**config.mk**
```make
export PLATFORM = sky130hd
export DESIGN_NAME = morse_press_classifier_flat
export DESIGN_NICKNAME = d
export VERILOG_FILES = /design/src/rtl/morse_pkg.sv /design/src/rtl/morse_press_classifier_if.sv /design/src/rtl/morse_debounce.sv /design/src/rtl/morse_press_classifier.sv /design/src/flat_wrapper.sv
export SDC_FILE = /design/constraint.sdc
export NUM_CORES = 1
export LEC_CHECK = 0
export ABC_AREA = 0
export CORE_ASPECT_RATIO = 1.4
export CORE_MARGIN = 2
export CORE_UTILIZATION = 31
export CTS_CLUSTER_DIAMETER = 30
export DETAILED_ROUTE_END_ITERATION = 12
export MAX_ROUTING_LAYER = met4
export PLACE_DENSITY = 0.56
export SLEW_MARGIN = 20
export SYNTH_ARGS = -nofsm -noshare
export SYNTH_HDL_FRONTEND = slang
export SYNTH_SLANG_ARGS = --single-unit
```
**constraint.sdc**
```tcl
create_clock -name clk -period 4.4 [get_ports clk]
set_input_delay 1.1 -clock clk [delete_from_list [all_inputs] [get_ports clk]]
set_output_delay 1.1 -clock clk [all_outputs]
set_load 0.03 [all_outputs]
```
**src/rtl/morse_pkg.sv**
```systemverilog
`default_nettype none
// ============================================================================
//  Module      : morse_pkg
//  Description : Shared types for the Morse decoder front end and controller.
//                click_t is the event code carried on the click bus;
//                press_state_t is the press classifier state encoding.
//  Revision    : 1.0  initial release
// ============================================================================
package morse_pkg;

    typedef enum logic [1:0] {
        CLK_NONE = 2'b00,
        CLK_DOT  = 2'b01,
        CLK_DASH = 2'b10,
        CLK_END  = 2'b11
    } click_t;

    typedef enum logic [1:0] {
        ST_IDLE  = 2'd0,
        ST_PRESS = 2'd1,
        ST_GAP   = 2'd2,
        ST_FLUSH = 2'd3
    } press_state_t;

endpackage
`default_nettype wire

```
**src/rtl/morse_press_classifier_if.sv**
```systemverilog
`default_nettype none
// ============================================================================
//  Module      : morse_press_classifier_if
//  Description : Signal bundle between the key/tick source and the press
//                classifier.
//                  tick_en  - slow timing tick (one clk wide)
//                  bi       - raw key input, high = pressed
//                  click    - event code, valid while enable is high
//                  enable   - one-cycle event strobe
//                  elem_cnt - elements emitted in the current letter
//                  err      - stuck-key flag
//                  key_db   - debounced key level
//                master: drives tick_en/bi; slave: the classifier.
//  Revision    : 1.0  initial release
// ============================================================================
interface morse_press_classifier_if;
    import morse_pkg::*;

    logic       tick_en;
    logic       bi;
    click_t     click;
    logic       enable;
    logic [2:0] elem_cnt;
    logic       err;
    logic       key_db;

    modport master (
        output tick_en, bi,
        input  click, enable, elem_cnt, err, key_db
    );

    modport slave (
        input  tick_en, bi,
        output click, enable, elem_cnt, err, key_db
    );
endinterface
`default_nettype wire

```
**src/rtl/morse_debounce.sv**
```systemverilog
`default_nettype none
// ============================================================================
//  Module      : morse_debounce
//  Description : 2-flop synchroniser plus tick-based debounce of the raw key.
//                o_key_db changes only after the synchronised level has
//                differed from it for DEBOUNCE_TICKS consecutive ticks.
//                o_rise/o_fall pulse for one clk in the cycle o_key_db has
//                just changed.
//  Ports       : clk, mr (async active-high), i_tick_en, i_bi,
//                o_key_db, o_rise, o_fall
//  Revision    : 1.0  initial release
// ============================================================================
module morse_debounce #(
    parameter int DEBOUNCE_TICKS = 10
) (
    input  wire logic clk,
    input  wire logic mr,
    input  wire logic i_tick_en,
    input  wire logic i_bi,
    output logic      o_key_db,
    output logic      o_rise,
    output logic      o_fall
);
    localparam int              DB_W      = $clog2(DEBOUNCE_TICKS + 1);
    localparam logic [DB_W-1:0] c_DB_LAST = DB_W'(DEBOUNCE_TICKS - 1);

    logic            r_sync1;
    logic            r_sync2;
    logic            r_key_db;
    logic            r_rise;
    logic            r_fall;
    logic [DB_W-1:0] r_cnt;

    always_ff @(posedge clk or posedge mr) begin
        if (mr) begin
            r_sync1  <= 1'b0;
            r_sync2  <= 1'b0;
            r_key_db <= 1'b0;
            r_rise   <= 1'b0;
            r_fall   <= 1'b0;
            r_cnt    <= '0;
        end else begin
            r_sync1 <= i_bi;
            r_sync2 <= r_sync1;
            r_rise  <= 1'b0;
            r_fall  <= 1'b0;
            // Any tick where the input agrees with the debounced level
            // restarts the stability window.
            if (r_sync2 == r_key_db) begin
                r_cnt <= '0;
            end else if (i_tick_en) begin
                if (r_cnt == c_DB_LAST) begin
                    r_cnt    <= '0;
                    r_key_db <= ~r_key_db;
                    r_rise   <= ~r_key_db;
                    r_fall   <= r_key_db;
                end else begin
                    r_cnt <= r_cnt + 1'b1;
                end
            end
        end
    end

    assign o_key_db = r_key_db;
    assign o_rise   = r_rise;
    assign o_fall   = r_fall;
endmodule
`default_nettype wire

```
**src/rtl/morse_press_classifier.sv**
```systemverilog
`default_nettype none
// ============================================================================
//  Module      : morse_press_classifier
//  Description : Times debounced presses and releases of the Morse key and
//                emits one-cycle dot / dash / letter-end events.
//  Ports       : clk     - system clock
//                mr      - master reset, asynchronous, active-high
//                bus     - morse_press_classifier_if.slave (tick_en, bi in;
//                          click, enable, elem_cnt, err, key_db out)
//  Revision    : 1.0  initial release
// ============================================================================
module morse_press_classifier
    import morse_pkg::*;
#(
    parameter int DEBOUNCE_TICKS   = 10,
    parameter int DOT_MAX_TICKS    = 250,
    parameter int LETTER_GAP_TICKS = 600,
    parameter int STUCK_TICKS      = 3000,
    parameter int MAX_ELEMENTS     = 5,
    parameter int CNT_W            = 12
) (
    input wire logic                 clk,
    input wire logic                 mr,
    morse_press_classifier_if.slave  bus
);
    localparam logic [CNT_W-1:0] c_DOT_MAX = CNT_W'(DOT_MAX_TICKS);
    localparam logic [CNT_W-1:0] c_GAP     = CNT_W'(LETTER_GAP_TICKS);
    localparam logic [CNT_W-1:0] c_STUCK   = CNT_W'(STUCK_TICKS);
    localparam logic [2:0]       c_MAX_EL  = 3'(MAX_ELEMENTS);

    logic w_key_db;
    logic w_rise;
    logic w_fall;

    morse_debounce #(
        .DEBOUNCE_TICKS (DEBOUNCE_TICKS)
    ) u_debounce (
        .clk       (clk),
        .mr        (mr),
        .i_tick_en (bus.tick_en),
        .i_bi      (bus.bi),
        .o_key_db  (w_key_db),
        .o_rise    (w_rise),
        .o_fall    (w_fall)
    );

    press_state_t     r_state;
    logic [CNT_W-1:0] r_press_cnt;
    logic [CNT_W-1:0] r_gap_cnt;
    logic [2:0]       r_elem_cnt;
    logic             r_err;
    click_t           r_click;
    logic             r_enable;
    logic             r_rise_pend;   // rise seen while flushing, served from IDLE

    logic [CNT_W-1:0] w_press_inc;
    logic [CNT_W-1:0] w_gap_inc;
    logic [2:0]       w_elem_inc;

    assign w_press_inc = r_press_cnt + 1'b1;
    assign w_gap_inc   = r_gap_cnt + 1'b1;
    assign w_elem_inc  = r_elem_cnt + 1'b1;

    always_ff @(posedge clk or posedge mr) begin
        if (mr) begin
            r_state     <= ST_IDLE;
            r_press_cnt <= '0;
            r_gap_cnt   <= '0;
            r_elem_cnt  <= '0;
            r_err       <= 1'b0;
            r_click     <= CLK_NONE;
            r_enable    <= 1'b0;
            r_rise_pend <= 1'b0;
        end else begin
            r_click  <= CLK_NONE;
            r_enable <= 1'b0;
            case (r_state)
                ST_IDLE: begin
                    if (w_rise || r_rise_pend) begin
                        r_state     <= ST_PRESS;
                        r_press_cnt <= '0;
                        r_err       <= 1'b0;
                        r_rise_pend <= 1'b0;
                    end
                end
                ST_PRESS: begin
                    if (w_fall) begin
                        if (!r_err) begin
                            r_enable   <= 1'b1;
                            r_click    <= (r_press_cnt < c_DOT_MAX) ? CLK_DOT : CLK_DASH;
                            r_elem_cnt <= w_elem_inc;
                            if (w_elem_inc == c_MAX_EL) begin
                                r_state <= ST_FLUSH;
                            end else begin
                                r_state   <= ST_GAP;
                                r_gap_cnt <= '0;
                            end
                        end else if (r_elem_cnt != 3'd0) begin
                            // Stuck press is dropped but the letter so far is closed.
                            r_state <= ST_FLUSH;
                        end else begin
                            r_state <= ST_IDLE;
                        end
                    end else if (bus.tick_en && (r_press_cnt != c_STUCK)) begin
                        r_press_cnt <= w_press_inc;
                        if (w_press_inc == c_STUCK) begin
                            r_err <= 1'b1;
                        end
                    end
                end
                ST_GAP: begin
                    // A rise outranks a coincident gap terminal count.
                    if (w_rise) begin
                        r_state     <= ST_PRESS;
                        r_press_cnt <= '0;
                        r_err       <= 1'b0;
                    end else if (bus.tick_en) begin
                        if (w_gap_inc == c_GAP) begin
                            r_enable   <= 1'b1;
                            r_click    <= CLK_END;
                            r_elem_cnt <= '0;
                            r_state    <= ST_IDLE;
                        end else begin
                            r_gap_cnt <= w_gap_inc;
                        end
                    end
                end
                ST_FLUSH: begin
                    r_enable   <= 1'b1;
                    r_click    <= CLK_END;
                    r_elem_cnt <= '0;
                    r_state    <= ST_IDLE;
                    if (w_rise) begin
                        r_rise_pend <= 1'b1;
                    end
                end
                default: begin
                    r_state <= ST_IDLE;
                end
            endcase
        end
    end

    assign bus.click    = r_click;
    assign bus.enable   = r_enable;
    assign bus.elem_cnt = r_elem_cnt;
    assign bus.err      = r_err;
    assign bus.key_db   = w_key_db;
endmodule
`default_nettype wire
```
**src/flat_wrapper.sv**
```systemverilog
// flat-port wrapper written by rule: the top's interface ports become plain ports
module morse_press_classifier_flat import morse_pkg::*;
#(
    parameter int DEBOUNCE_TICKS   = 10,
    parameter int DOT_MAX_TICKS    = 250,
    parameter int LETTER_GAP_TICKS = 600,
    parameter int STUCK_TICKS      = 3000,
    parameter int MAX_ELEMENTS     = 5,
    parameter int CNT_W            = 12
)
  (clk, mr, bus_tick_en, bus_bi, bus_click, bus_enable, bus_elem_cnt, bus_err, bus_key_db);
  morse_press_classifier_if bus_i ();
  input wire logic clk;
  input wire logic mr;
  input wire logic [$bits(bus_i.tick_en)-1:0] bus_tick_en;
  input wire logic [$bits(bus_i.bi)-1:0] bus_bi;
  output wire logic [$bits(bus_i.click)-1:0] bus_click;
  output wire logic [$bits(bus_i.enable)-1:0] bus_enable;
  output wire logic [$bits(bus_i.elem_cnt)-1:0] bus_elem_cnt;
  output wire logic [$bits(bus_i.err)-1:0] bus_err;
  output wire logic [$bits(bus_i.key_db)-1:0] bus_key_db;
  assign bus_i.tick_en = bus_tick_en;
  assign bus_i.bi = bus_bi;
  assign bus_click = bus_i.click;
  assign bus_enable = bus_i.enable;
  assign bus_elem_cnt = bus_i.elem_cnt;
  assign bus_err = bus_i.err;
  assign bus_key_db = bus_i.key_db;
  morse_press_classifier #(.DEBOUNCE_TICKS(DEBOUNCE_TICKS), .DOT_MAX_TICKS(DOT_MAX_TICKS), .LETTER_GAP_TICKS(LETTER_GAP_TICKS), .STUCK_TICKS(STUCK_TICKS), .MAX_ELEMENTS(MAX_ELEMENTS), .CNT_W(CNT_W)) u_core (.clk(clk), .mr(mr), .bus(bus_i));
endmodule
```
==> flow_metrics.tcl, run 1 <==
set metrics [dict create \
    core_area_um2 7797 \
    rrSetupSlack_ps 1910 \
    cp_slowest_cell "clkdlybuf4s50_1" \
    setup.worst_path.start_class "input port" \
    synth_edf_count 0 \
    whs_path_depth 0 \
    grt_antenna_before_repair 0 \
    crit_path_end_kind "register" \
    synth_area_per_cell_um2 9.058 \
    ys.flop_type "dfrtp_1" \
    hpwlAfterDp_mm 4.047 \
    reg2reg_depth 7 \
    drc 0 \
    max_slew_margin 0.3861 \
    viasPerCell 5.317 \
    final_cells 385 \
    hold_viol_final 0 \
    diodes 0 \
    max_freq_mhz 339.2 \
    synthCells 276 \
    period_share 0.6700 \
    clkTransAtPathRegs_ps 80 \
    synthDistinctLibCells 55 \
    start_util 0.3206 \
    drv_slew 0 \
    synthToLayoutAreaGrowth_pct 11.26 \
    setup_tns_ps 0 \
    path_cells "clkdlybuf4s50_1, and3b_1, nor2_1, a21oi_2, o311ai_0, a21o_2, a221o_1" \
    gp_congestion 0.8091 \
    wl_per_cell_um 14.52 \
    port_buffers 11 \
    ant_nets 0 \
    p_total_uw 838.3 \
    rsz0062_at_grt "false" \
    drive_gt1_frac 0.07368 \
    final_area_um2 2781 \
    firstDrtPassIters 4 \
    crit_arrival_ps 3130 \
    grt_pass1_vias 2025 \
    rows 38 \
    wl_mm 5.590 \
    cts_buffers 5 \
    die_w_um 79.90 \
    finalSetupViolations 0 \
    outcome "complete, no violations" \
    grt.total_usage 0.1421 \
    syn_area_um2 2500 \
    p_per_area_nw_per_um2 301.4 \
    max_cap_violations 0 \
    drt_iter0_drc 112 \
    most-common-layout-cells "dfrtp_1, o21ai_0, nor2_1" \
    grt_pass1_wl_mm 9.597 \
    cts_setup_buffers 0 \
    setup.worst_path.class "in -> reg" \
    pre_cts_ws_ps 1184 \
    ys_seq_elements 43 \
    post-route-min-period_ps 2948 \
    required_ps 4580 \
    cts_resized 0 \
    synth_warnings 0 \
    worstPathMaxFanout 6 \
    holdBufCountCts 0 \
    cts_tree "built" \
    num_io_pins 12 \
    die_y_um 110.3 \
    nNetsFinal 297 \
    dr_total_vias 2047 \
    finClkSkew_ps 3.430 \
    final_common_cell "dfrtp_1" \
    tightest_slew_ps 919.4 \
    clockBufferDepth 2 \
    fin_ws_ps 1452 \
    die_area_um2 8809 \
    overflow 0 \
    h-tree-depth 2 \
    clock_latency_ps 290 \
    grt_max_degree 44 \
    hold_path_class "reg -> reg" \
    place_area_um2 2681 \
    synth_fp_nets 289 \
    cts_root_buf "clkbuf_8" \
    ys_seq_area_frac 0.4304 \
    irDropWorstVdd_v 0.0001105 \
    power.leakage_nw 1.202 \
    async_flop_share 1.000 \
    placed_cells 377 \
    clock-sinks 43 \
    cpPeakStageDelay_ps 580 \
]
-- per-stage QoR --
step                  util  hold slack, ps
floorplan                -           331.2
global placement    0.3439           337.3
detailed placement  0.3439           337.8
CTS                 0.3567           358.0
global route        0.3567           364.3
finish              0.3567           354.0
-- cells by family after synthesis --
logic type                 after synthesis  synth area share
DFF                                     43            0.4304
and+or+nand+nor                        108            0.2362
muxes                                    1          0.004004
AOI/OAI and AO/OA                       85            0.2167
adders and majority gates                9           0.04505
buffers and inverters                   22           0.03953
xor gates and xnor gates                 8           0.02803
-- layout make-up --
type                            count  area (um2)
Clock buffer                        8       100.1
Fill cell                         844        5016
Inverter                           12       45.04
Multi-Input combinational cell    211        1325
Sequential cell                    43        1076
Tap cell                          100       125.1
Timing Repair Buffer               11       110.1
-- worst max-delay path: cells and delay by family --
kind / cells / cell delay, ps
AOI/OAI and AO/OA: 4 / 1180
buffers and inverters: 1 / 580
and+or+nand+nor: 2 / 270
-- cells in the mapped netlist (6+ instances only) --
library cell  count  area share
a21oi_1          13       0.026
ha_1              9       0.045
buf_2             7       0.014
nor2_1           26       0.039
nand3_1          14       0.028
dfrtp_1          43        0.43
nand2_1          21       0.032
inv_1            12       0.018
o21ai_0          32       0.064
o31ai_1           6       0.018
a31oi_1           7       0.018
and3_1            6       0.015
-- worst paths after layout --
| check | startpoint | to |
|---|---|---|
| setup / recovery | bus_tick_en | u_core.r_gap_cnt[3]$_DFFE_PP0P_ |
| hold / removal | u_core.u_debounce.r_sync1$_DFF_PP0_ | u_core.u_debounce.r_sync2$_DFF_PP0_ |
| setup reg to reg | u_core.r_gap_cnt[0]$_DFFE_PP0P_ | u_core.r_gap_cnt[8]$_DFFE_PP0P_ |
| hold reg to reg | u_core.u_debounce.r_sync1$_DFF_PP0_ | u_core.u_debounce.r_sync2$_DFF_PP0_ |
| max in group asynchronous | mr | u_core.r_gap_cnt[11]$_DFFE_PP0P_ |
| min in group asynchronous | mr | u_core.u_debounce.r_sync2$_DFF_PP0_ |
-- flip-flops by register name, summed over array words and instances (netlist names) --
| register | count |
|---|---|
| u_core.r_gap_cnt | 12 |
| u_core.r_press_cnt | 12 |
| u_core.u_debounce.r_cnt | 4 |
| u_core.bus.elem_cnt | 3 |
| u_core.bus.click | 2 |
| u_core.r_state | 2 |
| u_core.bus.enable | 1 |
| u_core.bus.err | 1 |
| u_core.r_rise_pend | 1 |
| u_core.u_debounce.o_fall | 1 |
| u_core.u_debounce.o_key_db | 1 |
| u_core.u_debounce.o_rise | 1 |
| u_core.u_debounce.r_sync1 | 1 |
| u_core.u_debounce.r_sync2 | 1 |
-- layer usage --
| layer | global-route usage | part of all wire | vias up |
|---|---|---|---|
| li1 | - | - | 1015 |
| met1 | 0.1670 | 0.43 | 1003 |
| met2 | 0.2458 | 0.53 | 20 |
| met3 | 0.02524 | 0.018 | 9 |
| met4 | 0.04600 | 0.016 | 0 |
| met5 | - | 0 | - |
-- where the power goes --
group | internal, mW | switching (mW)
clock | 0.143 | 0.133
combinational | 0.0445 | 0.0531
sequential | 0.417 | 0.0467
Note: power is estimated with default switching activity, not from simulation.
==> inputs of run 2 (changes only) <==
- PLACE_DENSITY: 0.56 -> 0.57
- clock period: 4.4 -> 2.6 ns (I/O delays scaled with it)
==> run 2 against run 1 <==
- die area stayed put
- register-to-register slack lost 1600 ps
- via count up 1.8%
- power rose by 65%
- sequential power increased by 67%
- largest cell class unchanged
- highest routed layer unchanged
- largest power group unchanged
- global-route usage grew 0.27 points
- sequential share of layout area shrank 0.90 points
- clock power rose by 51%
- count of clock-buffer cells in the layout decreased by 3
- first-iteration DRC count is 20% lower
- combinational power rose by 99%
- final cell count grew 2.9%
==> flow_metrics.tcl, run 2 (synthesized netlist as in run 1, its figures left out) <==
set metrics [dict create \
    setup.worst_path.start_class "register" \
    reg2reg_depth 7 \
    min_to "u_core.u_debounce.r_sync2$_DFF_PP0_" \
    required_ps 2790 \
    post-route-min-period_ps 2336 \
    viasPerCell 5.263 \
    hold_path_class "reg -> reg" \
    whs_path_depth 0 \
    max_slew_margin 0.6589 \
    cts_setup_buffers 0 \
    dr_total_vias 2084 \
    crit_arrival_ps 2530 \
    gp_congestion 0.8587 \
    hpwlAfterDp_mm 4.156 \
    cts_resized 0 \
    period_share 0.8986 \
    cts_tree "built" \
    hold_viol_final 0 \
    rrSetupSlack_ps 260 \
    hp-start "u_core.u_debounce.r_sync1$_DFF_PP0_" \
    clock_latency_ps 300 \
    r2r-end "u_core.r_gap_cnt[3]$_DFFE_PP0P_" \
    grt_pass1_wl_mm 9.749 \
    drt_iter0_drc 90 \
    cts_root_buf "clkbuf_8" \
    rsz0062_at_grt "false" \
    setup.worst_path.class "reg -> reg" \
    grt.total_usage 0.1448 \
    wl_mm 5.681 \
    die_y_um 110.3 \
    holdBufCountCts 0 \
    die_w_um 79.90 \
    rows 38 \
    p_per_area_nw_per_um2 486.5 \
    start_util 0.3206 \
    synthToLayoutAreaGrowth_pct 13.91 \
    wl_per_cell_um 14.35 \
    overflow 0 \
    setup_tns_ps 0 \
    pre_cts_ws_ps 122.5 \
    outcome "complete, no violations" \
    cts_buffers 5 \
    power.leakage_nw 1.251 \
    finalSetupViolations 0 \
    worstPathMaxFanout 9 \
    h-tree-depth 2 \
    max_freq_mhz 428.0 \
    clock-sinks 43 \
    grt_pass1_vias 1986 \
    drv_slew 0 \
    drive_gt1_frac 0.1115 \
    finClkSkew_ps 9.242 \
    irDropWorstVdd_v 0.0002131 \
    num_io_pins 12 \
    reg_top3 "u_core.r_gap_cnt: 12 flops, u_core.r_press_cnt: 12 flops, u_core.u_debounce.r_cnt: 4 flops" \
    diodes 0 \
    most-common-layout-cells "dfrtp_1, o21ai_0, nor2_1" \
    grt_max_degree 22 \
    clkTransAtPathRegs_ps 90 \
    clockBufferDepth 2 \
    die_area_um2 8809 \
    fill_cells 824 \
    nNetsFinal 308 \
    final_common_cell "dfrtp_1" \
    crit_path_end_kind "register" \
    max_cap_violations 0 \
    fin_ws_ps 263.7 \
    port_buffers 11 \
    grt_antenna_before_repair 0 \
    drc 0 \
    p_total_mw 1.385 \
    ant_nets 0 \
    tightest_slew_ps 509.5 \
    timing.rr.start "u_core.r_gap_cnt[1]$_DFFE_PP0P_" \
    firstDrtPassIters 4 \
    core_area_um2 7797 \
]
run 2: how the worst max path moves through the flow:
stage | from | end | slack, ps | cells after the start
floorplan | u_core.r_gap_cnt[0]$_DFFE_PP0P_ | u_core.r_gap_cnt[3]$_DFFE_PP0P_ | 490 | 7
global placement | bus_tick_en | u_core.r_gap_cnt[3]$_DFFE_PP0P_ | 140 | 7
detailed placement | bus_tick_en | u_core.r_gap_cnt[2]$_DFFE_PP0P_ | 120 | 8
CTS | u_core.r_gap_cnt[1]$_DFFE_PP0P_ | u_core.r_gap_cnt[3]$_DFFE_PP0P_ | 260 | 7
global route | u_core.r_gap_cnt[0]$_DFFE_PP0P_ | u_core.r_gap_cnt[3]$_DFFE_PP0P_ | 40 | 7
finish | u_core.r_gap_cnt[1]$_DFFE_PP0P_ | u_core.r_gap_cnt[3]$_DFFE_PP0P_ | 260 | 7
run 2: power by group:
group | total, mW | switching [mW] | leakage (nW) | internal, mW
combinational | 0.194 | 0.104 | 0.642 | 0.0897
sequential | 0.775 | 0.0689 | 0.561 | 0.707
clock | 0.416 | 0.232 | 0.0477 | 0.184
total | 1.39 | 0.405 | 1.25 | 0.980
run 2: metrics by stage:
step           utilization  hold WS [ps]  area (um2)  std cells
5_1_grt             0.3652         372.7        2848        396
6_report            0.3652         356.6        2848        396
3_5_place_dp        0.3545         341.3        2764        388
2_1_floorplan            -         331.2        2500        276
3_3_place_gp        0.3545         340.0        2764        388
4_1_cts             0.3652         360.1        2848        396
run 2: routing by layer:
| metal | up-vias | part of all wire | routed length, um | GRT usage |
|---|---|---|---|---|
| li1 | 1039 | - | - | - |
| met1 | 1004 | 0.43 | 2446 | 0.1714 |
| met2 | 35 | 0.53 | 3036 | 0.2518 |
| met3 | 6 | 0.024 | 139 | 0.02687 |
| met4 | 0 | 0.010 | 58 | 0.03995 |
| met5 | - | 0 | 0 | - |
run 2: worst max-delay path, cell delays in order (launching register included):
cell     delay [ps]
dfrtp_1         400
ha_1            280
and2_1          230
o21ai_0         180
a31oi_1         170
nor4b_4         530
nor2_1          130
a221o_1         310
run 2: final cells by class:
cell class	instances	area (um2)	share of cell area
Sequential cell	43	1076	0.3779
Tap cell	100	125.1	0.04394
Clock buffer	5	68.82	0.02417
Timing Repair Buffer	22	192.7	0.06766
Multi-Input combinational cell	211	1325	0.4653
Inverter	12	45.04	0.01582
Clock inverter	3	15.01	0.005272
